[src/rtl/slave_msg_pkg.sv]
// Shared constants and types for the slave message frame parser.
// Holds the frame sync/command bytes, the parser state encoding and the BPSI record layout.
package slave_msg_pkg;

  localparam logic [7:0]  SYNC0_BYTE = 8'h55;
  localparam logic [7:0]  SYNC1_BYTE = 8'hAA;
  localparam logic [15:0] CMD_BPSI   = 16'h0001;
  localparam int          REC_BYTES  = 7;

  typedef enum logic [2:0] {
    ST_SYNC0,
    ST_SYNC1,
    ST_CMD_H,
    ST_CMD_L,
    ST_LEN_H,
    ST_LEN_L,
    ST_PAYLOAD,
    ST_CHK
  } parse_state_t;

  typedef struct packed {
    logic [1:0]  ch;
    logic [23:0] a;
    logic [23:0] b;
  } bpsi_rec_t;

endpackage

[src/rtl/slave_msg_frame_parser_if.sv]
// Byte-stream input and BPSI record / status outputs of the frame parser.
// The slave modport is the parser side; the master modport drives bytes and observes results.
interface slave_msg_frame_parser_if;

  logic        msg_rx_data_vld_i;
  logic [7:0]  msg_rx_data_i;
  logic        bpsi_data_en_o;
  logic [1:0]  bpsi_ch_o;
  logic [23:0] bpsi_data_a_o;
  logic [23:0] bpsi_data_b_o;
  logic        frame_ok_o;
  logic        chk_err_o;
  logic        fmt_err_o;
  logic        timeout_o;
  logic [15:0] frame_cnt_o;
  logic [15:0] err_cnt_o;

  modport slave (
    input  msg_rx_data_vld_i, msg_rx_data_i,
    output bpsi_data_en_o, bpsi_ch_o, bpsi_data_a_o, bpsi_data_b_o,
    output frame_ok_o, chk_err_o, fmt_err_o, timeout_o, frame_cnt_o, err_cnt_o
  );

  modport master (
    output msg_rx_data_vld_i, msg_rx_data_i,
    input  bpsi_data_en_o, bpsi_ch_o, bpsi_data_a_o, bpsi_data_b_o,
    input  frame_ok_o, chk_err_o, fmt_err_o, timeout_o, frame_cnt_o, err_cnt_o
  );

endinterface

[src/rtl/slave_msg_rec_buf.sv]
// Record buffer: collects the BPSI records of the frame being parsed and, once the
// frame is accepted, replays them in arrival order one per clock.
module slave_msg_rec_buf
  import slave_msg_pkg::*;
#(
  parameter int MAX_RECORDS = 8
) (
  input  logic      clk_i,
  input  logic      rst_i,
  input  logic      wr_clr,
  input  logic      wr_en,
  input  bpsi_rec_t wr_rec,
  input  logic      drain,
  output logic      rd_en,
  output bpsi_rec_t rd_rec
);

  localparam int PTR_W = (MAX_RECORDS > 1) ? $clog2(MAX_RECORDS) : 1;
  localparam int CNT_W = $clog2(MAX_RECORDS + 1);
  localparam logic [CNT_W-1:0] FULL = CNT_W'(MAX_RECORDS);

  bpsi_rec_t        mem [MAX_RECORDS];
  logic [PTR_W-1:0] wr_ptr;
  logic [PTR_W-1:0] rd_ptr;
  logic [CNT_W-1:0] wr_cnt;
  logic [CNT_W-1:0] drain_cnt;
  logic             wr_ok;

  assign wr_ok = wr_en && (wr_cnt != FULL);

  // NOTE: the storage array has no reset; only the pointers and counters need a known value.
  always_ff @(posedge clk_i) begin
    if (wr_ok) mem[wr_ptr] <= wr_rec;
  end

  // Each frame writes from entry 0; the previous drain is done before the first new write.
  always_ff @(posedge clk_i) begin
    if (rst_i || wr_clr) begin
      wr_ptr <= '0;
      wr_cnt <= '0;
    end else if (wr_ok) begin
      wr_ptr <= wr_ptr + PTR_W'(1);
      wr_cnt <= wr_cnt + CNT_W'(1);
    end
  end

  always_ff @(posedge clk_i) begin
    if (rst_i) begin
      rd_en     <= 1'b0;
      rd_rec    <= '0;
      rd_ptr    <= '0;
      drain_cnt <= '0;
    end else if (drain) begin
      rd_en     <= 1'b1;
      rd_rec    <= mem[0];
      rd_ptr    <= PTR_W'(1);
      drain_cnt <= wr_cnt - CNT_W'(1);
    end else if (drain_cnt != '0) begin
      rd_en     <= 1'b1;
      rd_rec    <= mem[rd_ptr];
      rd_ptr    <= rd_ptr + PTR_W'(1);
      drain_cnt <= drain_cnt - CNT_W'(1);
    end else begin
      rd_en <= 1'b0;
    end
  end

endmodule

[src/rtl/slave_msg_frame_parser.sv]
// Receive-side frame parser: delineates 0x55 0xAA frames, checks length, channel ids and
// XOR checksum, and replays the buffered BPSI records only for accepted frames.
module slave_msg_frame_parser
  import slave_msg_pkg::*;
#(
  parameter int MAX_RECORDS = 8,
  parameter int TIMEOUT     = 1000
) (
  input  logic                     clk_i,
  input  logic                     rst_i,
  slave_msg_frame_parser_if.slave  bus
);

  localparam int          IDLE_W   = $clog2(TIMEOUT + 1);
  localparam logic [15:0] REC_LEN  = 16'(REC_BYTES);
  localparam logic [15:0] LEN_MAX  = 16'(REC_BYTES * MAX_RECORDS);
  localparam logic [2:0]  IDX_LAST = 3'(REC_BYTES - 1);

  parse_state_t      state, state_nxt;
  logic              byte_vld;
  logic [7:0]        rx_byte;
  logic [15:0]       cmd_q;
  logic [7:0]        len_h_q;
  logic [15:0]       pay_cnt;
  logic [7:0]        chk_acc;
  logic [2:0]        byte_idx;
  logic [1:0]        ch_q;
  logic [39:0]       ab_q;
  logic              bad_ch;
  logic [IDLE_W-1:0] idle_cnt;

  logic              is_bpsi;
  logic [15:0]       len_word;
  logic              len_bad;
  logic              timeout_hit;
  logic              wr_clr;
  bpsi_rec_t         rec_new;

  logic              rec_wr, ok_nxt, chk_err_nxt, fmt_err_nxt, to_nxt;
  logic              frame_ok_q, chk_err_q, fmt_err_q, timeout_q;
  logic [15:0]       frame_cnt_q, err_cnt_q;
  logic              rd_en;
  bpsi_rec_t         rd_rec;

  assign byte_vld    = bus.msg_rx_data_vld_i;
  assign rx_byte     = bus.msg_rx_data_i;
  assign is_bpsi     = (cmd_q == CMD_BPSI);
  assign len_word    = {len_h_q, rx_byte};
  assign len_bad     = is_bpsi && ((len_word == 16'd0) || ((len_word % REC_LEN) != 16'd0) ||
                                   (len_word > LEN_MAX));
  assign timeout_hit = (state != ST_SYNC0) && !byte_vld && (idle_cnt == IDLE_W'(TIMEOUT - 1));
  assign wr_clr      = byte_vld && (state == ST_LEN_L);
  // The 7th byte is b[7:0]; the previous six were captured into ch_q and ab_q.
  assign rec_new     = {ch_q, ab_q, rx_byte};

  // NOTE: sequential state uses <= so every flop samples the pre-edge values of the others.
  always_ff @(posedge clk_i) begin
    if (rst_i) state <= ST_SYNC0;
    else       state <= state_nxt;
  end

  // NOTE: state_nxt gets a default before the case so no path leaves it unassigned (no latch).
  always_comb begin
    state_nxt = state;
    if (timeout_hit) begin
      state_nxt = ST_SYNC0;
    end else if (byte_vld) begin
      case (state)
        ST_SYNC0:   if (rx_byte == SYNC0_BYTE) state_nxt = ST_SYNC1;
        ST_SYNC1:   if (rx_byte == SYNC1_BYTE)      state_nxt = ST_CMD_H;
                    else if (rx_byte != SYNC0_BYTE) state_nxt = ST_SYNC0;
        ST_CMD_H:   state_nxt = ST_CMD_L;
        ST_CMD_L:   state_nxt = ST_LEN_H;
        ST_LEN_H:   state_nxt = ST_LEN_L;
        ST_LEN_L:   if (len_bad)                  state_nxt = ST_SYNC0;
                    else if (len_word == 16'd0)   state_nxt = ST_CHK;
                    else                          state_nxt = ST_PAYLOAD;
        ST_PAYLOAD: if (pay_cnt == 16'd1) state_nxt = ST_CHK;
        ST_CHK:     state_nxt = ST_SYNC0;
        default:    state_nxt = ST_SYNC0;
      endcase
    end
  end

  always_comb begin
    rec_wr      = 1'b0;
    ok_nxt      = 1'b0;
    chk_err_nxt = 1'b0;
    fmt_err_nxt = 1'b0;
    to_nxt      = timeout_hit;
    if (byte_vld) begin
      case (state)
        ST_LEN_L:   fmt_err_nxt = len_bad;
        ST_PAYLOAD: rec_wr = is_bpsi && (byte_idx == IDX_LAST);
        ST_CHK: begin
          if (is_bpsi) begin
            if (rx_byte != chk_acc) chk_err_nxt = 1'b1;
            else if (bad_ch)        fmt_err_nxt = 1'b1;
            else                    ok_nxt      = 1'b1;
          end
        end
        default: ;
      endcase
    end
  end

  always_ff @(posedge clk_i) begin
    if (rst_i) begin
      cmd_q    <= '0;
      len_h_q  <= '0;
      pay_cnt  <= '0;
      chk_acc  <= '0;
      byte_idx <= '0;
      ch_q     <= '0;
      ab_q     <= '0;
      bad_ch   <= 1'b0;
      idle_cnt <= '0;
    end else begin
      if (byte_vld || (state == ST_SYNC0) || timeout_hit) idle_cnt <= '0;
      else                                                 idle_cnt <= idle_cnt + IDLE_W'(1);

      if (byte_vld) begin
        case (state)
          ST_SYNC1: chk_acc <= '0;
          ST_CMD_H: begin
            cmd_q[15:8] <= rx_byte;
            chk_acc     <= chk_acc ^ rx_byte;
          end
          ST_CMD_L: begin
            cmd_q[7:0] <= rx_byte;
            chk_acc    <= chk_acc ^ rx_byte;
          end
          ST_LEN_H: begin
            len_h_q <= rx_byte;
            chk_acc <= chk_acc ^ rx_byte;
          end
          ST_LEN_L: begin
            pay_cnt  <= len_word;
            byte_idx <= '0;
            bad_ch   <= 1'b0;
            chk_acc  <= chk_acc ^ rx_byte;
          end
          ST_PAYLOAD: begin
            pay_cnt  <= pay_cnt - 16'd1;
            chk_acc  <= chk_acc ^ rx_byte;
            byte_idx <= (byte_idx == IDX_LAST) ? 3'd0 : byte_idx + 3'd1;
            if (byte_idx == 3'd0) begin
              ch_q <= rx_byte[1:0];
              if (is_bpsi && (rx_byte > 8'd2)) bad_ch <= 1'b1;
            end else begin
              ab_q <= {ab_q[31:0], rx_byte};
            end
          end
          default: ;
        endcase
      end
    end
  end

  always_ff @(posedge clk_i) begin
    if (rst_i) begin
      frame_ok_q  <= 1'b0;
      chk_err_q   <= 1'b0;
      fmt_err_q   <= 1'b0;
      timeout_q   <= 1'b0;
      frame_cnt_q <= '0;
      err_cnt_q   <= '0;
    end else begin
      frame_ok_q <= ok_nxt;
      chk_err_q  <= chk_err_nxt;
      fmt_err_q  <= fmt_err_nxt;
      timeout_q  <= to_nxt;
      if (ok_nxt) frame_cnt_q <= frame_cnt_q + 16'd1;
      if (chk_err_nxt || fmt_err_nxt || to_nxt) err_cnt_q <= err_cnt_q + 16'd1;
    end
  end

  slave_msg_rec_buf #(
    .MAX_RECORDS(MAX_RECORDS)
  ) u_rec_buf (
    .clk_i  (clk_i),
    .rst_i  (rst_i),
    .wr_clr (wr_clr),
    .wr_en  (rec_wr),
    .wr_rec (rec_new),
    .drain  (ok_nxt),
    .rd_en  (rd_en),
    .rd_rec (rd_rec)
  );

  assign bus.bpsi_data_en_o = rd_en;
  assign bus.bpsi_ch_o      = rd_rec.ch;
  assign bus.bpsi_data_a_o  = rd_rec.a;
  assign bus.bpsi_data_b_o  = rd_rec.b;
  assign bus.frame_ok_o     = frame_ok_q;
  assign bus.chk_err_o      = chk_err_q;
  assign bus.fmt_err_o      = fmt_err_q;
  assign bus.timeout_o      = timeout_q;
  assign bus.frame_cnt_o    = frame_cnt_q;
  assign bus.err_cnt_o      = err_cnt_q;

endmodule

[src/flat_wrapper.sv]
// flat-port wrapper written by rule: the top's interface ports become plain ports
module slave_msg_frame_parser_flat import slave_msg_pkg::*;
#(
  parameter int MAX_RECORDS = 8,
  parameter int TIMEOUT     = 1000
)
  (clk_i, rst_i, bus_msg_rx_data_vld_i, bus_msg_rx_data_i, bus_bpsi_data_en_o, bus_bpsi_ch_o, bus_bpsi_data_a_o, bus_bpsi_data_b_o, bus_frame_ok_o, bus_chk_err_o, bus_fmt_err_o, bus_timeout_o, bus_frame_cnt_o, bus_err_cnt_o);
  slave_msg_frame_parser_if bus_i ();
  input  logic clk_i;
  input  logic rst_i;
  input wire logic [$bits(bus_i.msg_rx_data_vld_i)-1:0] bus_msg_rx_data_vld_i;
  input wire logic [$bits(bus_i.msg_rx_data_i)-1:0] bus_msg_rx_data_i;
  output wire logic [$bits(bus_i.bpsi_data_en_o)-1:0] bus_bpsi_data_en_o;
  output wire logic [$bits(bus_i.bpsi_ch_o)-1:0] bus_bpsi_ch_o;
  output wire logic [$bits(bus_i.bpsi_data_a_o)-1:0] bus_bpsi_data_a_o;
  output wire logic [$bits(bus_i.bpsi_data_b_o)-1:0] bus_bpsi_data_b_o;
  output wire logic [$bits(bus_i.frame_ok_o)-1:0] bus_frame_ok_o;
  output wire logic [$bits(bus_i.chk_err_o)-1:0] bus_chk_err_o;
  output wire logic [$bits(bus_i.fmt_err_o)-1:0] bus_fmt_err_o;
  output wire logic [$bits(bus_i.timeout_o)-1:0] bus_timeout_o;
  output wire logic [$bits(bus_i.frame_cnt_o)-1:0] bus_frame_cnt_o;
  output wire logic [$bits(bus_i.err_cnt_o)-1:0] bus_err_cnt_o;
  assign bus_i.msg_rx_data_vld_i = bus_msg_rx_data_vld_i;
  assign bus_i.msg_rx_data_i = bus_msg_rx_data_i;
  assign bus_bpsi_data_en_o = bus_i.bpsi_data_en_o;
  assign bus_bpsi_ch_o = bus_i.bpsi_ch_o;
  assign bus_bpsi_data_a_o = bus_i.bpsi_data_a_o;
  assign bus_bpsi_data_b_o = bus_i.bpsi_data_b_o;
  assign bus_frame_ok_o = bus_i.frame_ok_o;
  assign bus_chk_err_o = bus_i.chk_err_o;
  assign bus_fmt_err_o = bus_i.fmt_err_o;
  assign bus_timeout_o = bus_i.timeout_o;
  assign bus_frame_cnt_o = bus_i.frame_cnt_o;
  assign bus_err_cnt_o = bus_i.err_cnt_o;
  slave_msg_frame_parser #(.MAX_RECORDS(MAX_RECORDS), .TIMEOUT(TIMEOUT)) u_core (.clk_i(clk_i), .rst_i(rst_i), .bus(bus_i));
endmodule
[config.mk]
export PLATFORM = sky130hd
export DESIGN_NAME = slave_msg_frame_parser_flat
export DESIGN_NICKNAME = d
export VERILOG_FILES = /design/src/rtl/slave_msg_pkg.sv /design/src/rtl/slave_msg_frame_parser_if.sv /design/src/rtl/slave_msg_rec_buf.sv /design/src/rtl/slave_msg_frame_parser.sv /design/src/flat_wrapper.sv
export SDC_FILE = /design/constraint.sdc
export NUM_CORES = 1
export LEC_CHECK = 0
export ABC_AREA = 1
export ABC_CLOCK_PERIOD_IN_PS = 17300
export CAP_MARGIN = 0
export CORE_UTILIZATION = 55
export CTS_BUF_LIST = sky130_fd_sc_hd__clkbuf_8
export CTS_CLUSTER_SIZE = 28
export DETAILED_ROUTE_END_ITERATION = 16
export GPL_TIMING_DRIVEN = 0
export HOLD_SLACK_MARGIN = 0.05
export PLACE_DENSITY = 0.84
export SETUP_SLACK_MARGIN = 0.02
export SLEW_MARGIN = 20
export SYNTH_ARGS = -nofsm -noshare
export SYNTH_HDL_FRONTEND = slang
export SYNTH_SLANG_ARGS = --single-unit
[constraint.sdc]
create_clock -name clk_i -period 17.3 [get_ports clk_i]
set_input_delay 2.595 -clock clk_i [delete_from_list [all_inputs] [get_ports clk_i]]
set_output_delay 2.595 -clock clk_i [all_outputs]
set_load 0.005 [all_outputs]
==> impl_results.md <==
- YS warnings: 0
- Die area: 0.0469 sq mm
- Pin count of the biggest net entering global routing: 16
- Crit path time final: 7090 ps
- Max_slew headroom: 18.5%
- Core ar.: 0.0454 sq mm
- Synth cell count leaders: edfxtp_1 (400), nor2_1 (381), o21ai_0 (357), nand2_1 (306), dfxtp_1 (208)
- Clk pwr share: 43.8%
- Max Slew Vio Count: 0
- Power Internal: ~2200 uW
- Boundary Pins: a little under 100
- Share of cells above drive strength 1: 9.75%
- CP max stage delay: 570 ps
- Drt via density: 6.08
- EDFF count, synth: 400
- Area share of the largest cell type after synthesis: 47.4%
- Fmax: 141 MHz
- Die width: 217 um
- Area leader, netlist: edfxtp_1
- Area occupied by multi-input gates: 0.00805 sq mm
- Final Hold Fails: 0
- Root Buffer: clkbuf_8
- Sequential area share after synthesis: 63.9%
- CTS max path bufs: 3
- Worst-path clk slew: 70 ps
- 1st-pass router iterations: 6
- Combinational Power Share: 2.0%
- Vias in the first global route: 20,458
- WP data arrival: ~7700 ps
- Reg power frac: 54.2%
- Top cells by area, synth: edfxtp_1 (47%), dfxtp_1 (16%), o21ai_0 (7.1%), nor2_1 (5.6%), nand2_1 (4.5%)
- Tcrit/Tclk final: 41.0%
- Crit. End Element: flip-flop
- Distinct cells, synth: a little over 50
- Setup Viol. Count Final: 0
- # rows: 78
- Largest family of logic cells by synthesized area: simple AND/OR/NAND/NOR gates
- CTS sink count: about 600
- Antenna Nets Post-Route: 0
- Cts bufs inserted: 94
- Unrepaired setup endpoints after global routing: false
- Setup ws final: just over 10,000 ps
- Global-route wire length before repair: between 100,000 and 150,000 um
- WP data required: 17,890 ps
- Switch share: 21.8%
- Syn Nets: 2,530
- Avg Inst Size Synth: 10.1 sq um
- Sum of negative setup slack: 0 ps
- XOR/XNOR Fraction of Synth Area: 0.484%
- Place WS: 9630 ps
- WL final: approximately 70,000 um
- Peak supply drop: 0.0701 mV
- Clk_lat worst skew: 700 ps
- Share of synthesized area spent on multiplexers: 0%
- Initial antenna violation count: 1
- Port Buffer Count: 96
- Top_reg_cell synth: edfxtp_1
- Avg WL per Cell: a little over 20 um
- H-tree levels: 3
- Critical-path top delay cell: clkdlybuf4s50_1
- Crit-path most repeated cell: nand2_1
- Filler Cell Count: approximately 3,300
- Hold Crit Class: flip-flop to flip-flop
- Post-DP HPWL: 46,600 um
- Global route total overflow: 0
- Worst slew pin tran: 1220 ps
- Initial DRC Count: 2,815
- Initial Util: 55.8%
- Flops & latches, synth: 608
- Net total in the final layout: 2,774
- Layout area overhead: 16.3%
- DR vias: around 21,000
- Pwr Density: 96.0 mW/mm^2
- Placer Congestion: about 0.9
- GRT Util Overall: 29.4%
- Register area: 0.0162 sq mm
- Outcome: complete, no violations
- Top-count cell post-synth: edfxtp_1
- Post-synthesis simple-gate area fraction: around 16%
- Startpoint types: input port
- Cts hold-fix bufs: 0
- Max-cap violations: 0
- Post-CTS Setup Bufs: 0
- Cell count after synthesis: between 2,000 and 3,000
- Post_cts resized: 0
- Height of the die: 217 um
- Fin util: 64.9%
- Worst-path maximum fanout: 10
- Synth Area in Compound Gates: 14.5%
- Synth Area in Adders: 0.593%
- Async S/R FF share, synth: 0%
- Psw: 617 uW
- Drc violations: 0
- TritonCTS clock tree: done
- Layout Skew: 33.2 ps
- Kind of critical path: input port to flip-flop
- Mapped Area: 0.0253 sq mm
- Leakage power total: 0.0111 uW
[power by group through the flow]
stage | combinational, uW | sequential [uW] | clock (uW)
after floorplan | 35.0 | 1560 | 0
after global placement | 51.3 | 1560 | 0
after global routing | 61.0 | 1530 | 1310
final | 56.7 | 1530 | 1240
after detailed placement | 54.1 | 1560 | 0
after CTS | 54.5 | 1530 | 1240
[critical path, delay by kind of cell]
family | cells | cell delay (ps)
fa+ha+maj | 2 | 380
compound gates | 2 | 280
buf+inv | 8 | 1430
simple gates | 31 | 2970
[registers in the layout, indices dropped and copies added, names as in the netlist, 10 cells and up]
name,flops
u_core.bus.frame_cnt_o,16
u_core.ab_q,40
u_core.pay_cnt,16
u_core.cmd_q,16
u_core.u_rec_buf.mem,400
u_core.u_rec_buf.rd_rec,50
u_core.bus.err_cnt_o,16
u_core.idle_cnt,10
[layer usage]
| layer | up-vias | track usage (%) | share of wire, % |
|---|---|---|---|
| met3 | 245 | 6.85 | 11 |
| met1 | 9841 | 36.0 | 36 |
| met5 | - | 0 | 0 |
| li1 | 9403 | - | - |
| met2 | 1363 | 47.8 | 48 |
| met4 | 0 | 17.0 | 4.7 |
[cell type report]
| class | count | area share [%] |
|---|---|---|
| inverters | 148 | 1.89 |
| plain buffers | 143 | 2.03 |
| clock inverters | 74 | 1.87 |
| diodes | 1 | 0.00849 |
| well taps | 600 | 2.55 |
| multi-input cells | 1608 | 27.3 |
| flip-flops and latches | 608 | 54.9 |
| clock buffers | 101 | 4.72 |
| repair buffers | 148 | 4.70 |
[per-stage QoR]
stage	cells	cell area, sq um	power, uW	hold WS (ps)
after floorplan	2507	25300	1600	418
after global routing	3430	29500	2900	464
after CTS	3430	29500	2830	449
final	3431	29500	2830	452
after detailed placement	3255	27500	1620	438
after global placement	3203	27000	1610	427
[cell usage in the layout (no fill, tap or decap), drive strengths merged, types with 5 or more instances in the layout]
cell	instances
clkdlybuf4s50	96
nor4	13
nand4	19
nand2	339
ha	12
inv	172
clkbuf	230
xor2	13
o21ai	365
a21oi	148
or2	6
dfxtp	208
nor3	45
nor3b	5
bufinv	8
edfxtp	400
o211ai	7
a31oi	5
nor2	385
nand3	120
clkinv	36
buf	66
clkinvlp	6
o221ai	100
[worst paths after layout]
kind,from,endpoint,slack [ps],depth (start not counted)
min reg2reg,u_core.idle_cnt[0],u_core.idle_cnt[0],450,1
max reg2reg,u_core.len_h_q[6],u_core.bus.err_cnt_o[3],10930,56
min,u_core.idle_cnt[0],u_core.idle_cnt[0],450,1
max,bus_msg_rx_data_i[7],u_core.bus.err_cnt_o[3],10210,43
[cell families (layout without fill, tap and decap cells)]
kind of cell	after synthesis	count (layout)
AO/OA/AOI/OAI	642	642
adder cells (fa/ha/maj)	12	12
buffers and inverters	291	614
XOR/XNOR	14	14
AND/OR/NAND/NOR	940	940
other	0	1
flip-flops	608	608
Power figures use the tool's default switching activity.
